===== config.mk =====
export PLATFORM = sky130hd
export DESIGN_NAME = temp_display_scheduler
export DESIGN_NICKNAME = d
export VERILOG_FILES = /design/src/rtl/temp_display_scheduler.sv
export SDC_FILE = /design/constraint.sdc
export NUM_CORES = 1
export LEC_CHECK = 0
export CAP_MARGIN = 10
export CORE_ASPECT_RATIO = 1.1
export CORE_UTILIZATION = 60
export DETAILED_ROUTE_END_ITERATION = 10
export GPL_TIMING_DRIVEN = 0
export MAX_ROUTING_LAYER = met4
export PLACE_DENSITY = 0.88
export SLEW_MARGIN = 25
export SYNTH_ARGS = -nofsm -noshare
export SYNTH_HDL_FRONTEND = slang
export SYNTH_SLANG_ARGS = --single-unit

===== constraint.sdc =====
create_clock -name clock -period 6.4 [get_ports clock]
set_input_delay 1.92 -clock clock [delete_from_list [all_inputs] [get_ports clock]]
set_output_delay 1.92 -clock clock [all_outputs]
set_load 0.02 [all_outputs]

===== src/rtl/temp_display_scheduler.sv =====
// Temperature display: converts an 8-bit binary reading to BCD with a serial
// double-dabble FSM and time-multiplexes the digits onto a 7-segment display.
module temp_display_scheduler #(
    parameter int REFRESH_DIV = 100000,
    parameter int NUM_DIGITS  = 8
) (
    input  logic       clock,
    input  logic       reset,
    input  logic [7:0] temp_in,
    input  logic       temp_valid,
    output logic       temp_ready,
    input  logic       blank,
    output logic       update_done,
    output logic       dropped,
    output logic [7:0] out_anode,
    output logic [6:0] out_cathode
);

    localparam int              CW   = $clog2(REFRESH_DIV);
    localparam logic [CW-1:0]   RMAX = CW'(REFRESH_DIV - 1);
    localparam logic [2:0]      DMAX = 3'(NUM_DIGITS - 1);
    localparam logic [6:0]      SEG_OFF = 7'h7F;

    typedef enum logic [1:0] {IDLE, SHIFT, COMMIT} state_t;

    state_t        state;
    logic          ready_q;
    logic          done_q;
    logic [7:0]    bin;
    logic [11:0]   bcd;
    logic [2:0]    bit_cnt;
    logic [3:0]    hund_q, tens_q, ones_q;

    logic [CW-1:0] refresh_cnt;
    logic [2:0]    digit_idx;
    logic [7:0]    anode_q;
    logic [6:0]    cathode_q;

    function automatic logic [6:0] seg7(input logic [3:0] d);
        case (d)
            4'd0:    seg7 = 7'b0000001;
            4'd1:    seg7 = 7'b1001111;
            4'd2:    seg7 = 7'b0010010;
            4'd3:    seg7 = 7'b0000110;
            4'd4:    seg7 = 7'b1001100;
            4'd5:    seg7 = 7'b0100100;
            4'd6:    seg7 = 7'b0100000;
            4'd7:    seg7 = 7'b0001111;
            4'd8:    seg7 = 7'b0000000;
            4'd9:    seg7 = 7'b0000100;
            default: seg7 = SEG_OFF;
        endcase
    endfunction

    function automatic logic [3:0] dabble(input logic [3:0] n);
        dabble = (n >= 4'd5) ? n + 4'd3 : n;
    endfunction

    // An 8-bit input keeps the hundreds nibble at or below 2 before each
    // step, so only tens and ones ever need the +3 correction.
    logic [10:0] dd_adj;
    assign dd_adj = {bcd[10:8], dabble(bcd[7:4]), dabble(bcd[3:0])};

    assign temp_ready  = ready_q;
    assign update_done = done_q;
    assign dropped     = temp_valid && (state != IDLE);

    always_ff @(posedge clock or negedge reset) begin
        if (!reset) begin
            state   <= IDLE;
            ready_q <= 1'b0;
            done_q  <= 1'b0;
            bin     <= '0;
            bcd     <= '0;
            bit_cnt <= '0;
            hund_q  <= '0;
            tens_q  <= '0;
            ones_q  <= '0;
        end else begin
            done_q <= 1'b0;
            case (state)
                IDLE: begin
                    ready_q <= 1'b1;
                    if (temp_valid && ready_q) begin
                        bin     <= temp_in;
                        bcd     <= '0;
                        bit_cnt <= '0;
                        ready_q <= 1'b0;
                        state   <= SHIFT;
                    end
                end
                SHIFT: begin
                    bcd     <= {dd_adj, bin[7]};
                    bin     <= {bin[6:0], 1'b0};
                    bit_cnt <= bit_cnt + 3'd1;
                    if (bit_cnt == 3'd7) begin
                        done_q <= 1'b1;
                        state  <= COMMIT;
                    end
                end
                COMMIT: begin
                    hund_q  <= bcd[11:8];
                    tens_q  <= bcd[7:4];
                    ones_q  <= bcd[3:0];
                    ready_q <= 1'b1;
                    state   <= IDLE;
                end
                default: state <= IDLE;
            endcase
        end
    end

    logic       slot_wrap;
    logic [2:0] idx_next;
    assign slot_wrap = (refresh_cnt == RMAX);
    assign idx_next  = !slot_wrap ? digit_idx :
                       (digit_idx == DMAX) ? 3'd0 : digit_idx + 3'd1;

    // The segment register loads from the values being committed this cycle,
    // so the new reading appears on the commit edge itself.
    logic [3:0] hund_n, tens_n, ones_n;
    logic [6:0] cathode_n;
    logic [7:0] anode_n;

    always_comb begin
        hund_n = hund_q;
        tens_n = tens_q;
        ones_n = ones_q;
        if (state == COMMIT) begin
            hund_n = bcd[11:8];
            tens_n = bcd[7:4];
            ones_n = bcd[3:0];
        end
    end

    always_comb begin
        cathode_n = SEG_OFF;
        case (idx_next)
            3'd0: cathode_n = seg7(ones_n);
            3'd1: cathode_n = (hund_n == 4'd0 && tens_n == 4'd0) ? SEG_OFF : seg7(tens_n);
            3'd2: cathode_n = (hund_n == 4'd0) ? SEG_OFF : seg7(hund_n);
            default: cathode_n = SEG_OFF;
        endcase
        if (blank)
            cathode_n = SEG_OFF;
    end

    always_comb begin
        anode_n           = 8'hFF;
        anode_n[idx_next] = 1'b0;
    end

    always_ff @(posedge clock or negedge reset) begin
        if (!reset) begin
            refresh_cnt <= '0;
            digit_idx   <= '0;
            anode_q     <= 8'hFF;
            cathode_q   <= SEG_OFF;
        end else begin
            refresh_cnt <= slot_wrap ? '0 : refresh_cnt + 1'b1;
            digit_idx   <= idx_next;
            anode_q     <= anode_n;
            cathode_q   <= cathode_n;
        end
    end

    assign out_anode   = anode_q;
    assign out_cathode = cathode_q;

endmodule


==> impl_metrics.py <==
metrics = {
    "setup_path": {
        "start_kind": "input pin",
        "rr_startpoint": "state[0]$_DFFE_PN0P_",
        "max_stage_delay_ps": 600,
        "cpMostUsedCell": "clkdlybuf4s50_1",
        "cp_cell_sequence": "clkdlybuf4s50_1, nor2b_1, clkdlybuf4s50_1",
        "critical_path_class": "input pin to output pin",
        "cp-end-kind": "output pin",
        "arrival_ps": 3120,
        "critPathBufInv": 2,
        "critical_path_required_ps": 4480,
        "worst-path-stages": 3,
        "cp_max_fo": 3,
        "regToRegEndpoint": "out_cathode[3]$_DFF_PN1_",
        "cp-startpoint": "temp_valid",
        "r2r_setup_slack_ps": 3620,
        "slowest_stage": "clkdlybuf4s50_1",
        "cp_top_family": "buffers and inverters",
        "crit_path_end": "dropped",
        "reg2reg_depth": 11,
    },
    "pwr": {
        "p_seq_share_pct": 38.5,
        "internal_power_uw": 1090,
        "power_frac_comb_pct": 44.6,
        "p_clk_share_pct": 16.9,
        "p_leak_uw": 0.00200,
        "sw_frac_of_total_pct": 41.0,
        "p_total_uw": 1850,
        "power.switching_uw": 758,
        "vdd_drop_max_v": 0.000266,
        "pwr_density_cell_nw_per_um2": 395,
    },
    "finish": {
        "drive_above_1_share_pct": 12.2,
        "syn2layout_area_growth_pct": 14.0,
        "diodes": 0,
        "final_area_um2": 4680,
        "utilization_pct": 70.9,
        "fin_nets": 497,
    },
    "floorplan": {
        "core_um2": 6590,
        "row_count": 31,
        "die_h_um": 88.7,
        "ioPinCount": 30,
        "die_x_um": 80.8,
        "dieArea_um2": 7170,
        "start_util_pct": 62.2,
    },
    "clock_tree": {
        "clk-insertion-delay-late_ps": 340,
        "cts_resized": 0,
        "h-tree-depth": 3,
        "clockRootBuffer": "clkbuf_8",
        "cts_buffers": 9,
        "clock_path_buffers": 2,
        "clkTransAtPathRegs_ps": 70,
        "cts_tree": "built",
        "clock_sinks": 74,
        "cts_hold_buf": 0,
        "post_cts_buffers": 0,
    },
    "placement": {
        "place_area_um2": 4510,
        "place.gp.congestion": 0.916,
        "dp_hpwl_mm": 6.12,
        "portBuffers": 29,
        "post-place-ws_ps": 1340,
    },
    "detailed_routing": {
        "vias": 3260,
        "drtIter0Drc": 234,
        "drc": 0,
        "drt-pass1-iter-count": 5,
        "viasPerCell": 5.92,
        "totalWireLength_mm": 8.51,
        "drt-wirelength-per-cell_um": 15.4,
        "ant_nets": 0,
    },
    "timing": {
        "max_slew.worst_pin.slew_ps": 547,
        "period_minus_slack_ps": 5040,
        "fmax_mhz": 198,
        "setup_ws_ps": 1360,
        "tns_ps": 0,
        "grt_setup_unrepaired": "no",
        "period_share_pct": 78.8,
        "finClkSkew_ps": 8.06,
        "setup_viol_count_final": 0,
        "hold_violations": 0,
        "maxSlewViolCount": 0,
        "slew_headroom_pct": 63.5,
    },
    "synthesis": {
        "synthArstFlopShare_pct": 100,
        "synth_nets": 456,
        "synth_edf_count": 0,
        "syn_area_um2": 4100,
        "yosysWarnings": 0,
        "yosysSeqAreaShare_pct": 45.6,
        "synth_seq_cells": 74,
        "postSynthAreaPerCell_um2": 9.70,
        "ys.flop_type": "dfrtp_1",
        "synthDistinctLibCells": 61,
        "postSynthCellCount": 423,
    },
    "global_route": {
        "grt-ovfl-total": 0,
        "grt_max_degree": 44,
        "antenna_found_initial": 0,
        "grt_util_all_layers_pct": 26.8,
        "grt_pass1_wl_mm": 14.3,
        "first_global_vias": 3165,
    },
    "run": {
        "cap_violations": 0,
    },
    "min_path": {
        "hold_class": "register to register",
    },
    "run_status": {
        "status": "completed",
    },
}
## placed cells by master (no fill, tap or decap), drive strengths merged, types with 3 or more instances in the layout
master / count
dfrtp: 59
nand2: 55
nor2: 35
o21ai: 33
clkdlybuf4s50: 28
clkbuf: 24
inv: 22
ha: 21
a21oi: 20
nand3: 18
dfstp: 15
xnor2: 13
mux2i: 12
nor3: 9
a31oi: 9
nand2b: 7
buf: 7
nand4: 6
and3: 6
o31ai: 5
mux2: 4
xor2: 4
clkinv: 4
a21boi: 4
nor4: 3
a21o: 3
and2b: 3
nand3b: 3
a32o: 3
and2: 3
## power by group through the flow
stage	sequential (µW)	clock [µW]	combinational, µW
floorplan	722	0	572
global placement	710	0	778
detailed placement	716	0	812
CTS	709	317	819
global route	725	341	924
finish	711	313	824
## final cells by class
| type | instances | area [µm²] |
|---|---|---|
| flip-flops and latches | 74 | 1870 |
| plain buffers | 16 | 91.3 |
| clock inverters | 3 | 15.0 |
| fillers | 486 | 1920 |
| multi-input cells | 310 | 2050 |
| clock buffers | 13 | 149 |
| well taps | 82 | 103 |
| repair buffers | 30 | 308 |
| inverters | 23 | 86.3 |
## cells by family after synthesis
kind of cell	share of synthesized area, %
AOI/OAI and AO/OA	14.8
muxes	6.04
DFF	45.6
adders and majority gates	6.40
buffers and inverters	4.33
and+or+nand+nor	19.2
xor gates and xnor gates	3.63
## synth_stat cells (2+ instances only)
cell       count  area [µm²]
a2111oi_0      2        17.5
o32ai_1        2        17.5
nand2b_1       7        43.8
ha_1          21         263
o22ai_1        2        12.5
mux2i_2        2        27.5
nor3_1         9        45.0
nand3b_1       3        22.5
inv_1         19        71.3
nand4_1        6        37.5
inv_2          3        11.3
a21o_1         3        22.5
nand2_1       55         206
nor2b_1        2        12.5
nor2_1        35         131
a21oi_1       19        95.1
a31oi_1        8        50.1
o21ai_0       33         165
nor3b_1        2        15.0
xor2_1         4        35.0
a32o_1         3        30.0
mux2_2         4        45.0
and2b_1        3        22.5
a21boi_1       2        15.0
o211ai_1       2        15.0
dfrtp_1       59        1480
a22oi_1        2        15.0
o31ai_1        5        37.5
clkbuf_1      10        37.5
mux2i_1        4        40.0
mux2i_4        6         135
nand3_1       18        90.1
dfstp_2       15         394
and4_4         2        22.5
xnor2_1       13         114
a21boi_0       2        15.0
buf_6          3        33.8
and2_1         3        18.8
nor4_1         3        18.8
and3_1         6        37.5
## worst min-delay path by stage
stage / cells after the start / end / from / slack, ps
after floorplan: 1 / refresh_cnt[0]$_DFF_PN0_ / refresh_cnt[0]$_DFF_PN0_ / 450
after global routing: 1 / refresh_cnt[14]$_DFF_PN0_ / refresh_cnt[14]$_DFF_PN0_ / 510
after CTS: 1 / refresh_cnt[0]$_DFF_PN0_ / refresh_cnt[0]$_DFF_PN0_ / 490
after detailed placement: 1 / refresh_cnt[0]$_DFF_PN0_ / refresh_cnt[0]$_DFF_PN0_ / 480
after global placement: 1 / refresh_cnt[0]$_DFF_PN0_ / refresh_cnt[0]$_DFF_PN0_ / 470
final: 1 / refresh_cnt[0]$_DFF_PN0_ / refresh_cnt[0]$_DFF_PN0_ / 480
## flip-flops by register name, summed over array words and instances, names as in the netlist
register     flops
update_done      1
out_anode        8
hund_q           4
digit_idx        3
bcd             12
bin              8
ones_q           4
out_cathode      7
refresh_cnt     17
bit_cnt          3
temp_ready       1
tens_q           4
state            2
## routing by layer
metal  global-route usage, %  wire length, µm  vias up
li1                        -                -     1577
met1                    32.2             3740     1579
met2                    44.8             4250       86
met3                    4.33              351       18
met4                    11.0              167        0
met5                       -                0        -
## per-stage QoR
stage          std cells  hold WS (ps)
2_1_floorplan        423           448
3_3_place_gp         534           470
3_5_place_dp         535           480
4_1_cts              551           488
5_1_grt              551           513
6_report             551           482
(Power assumes the default switching activity.)
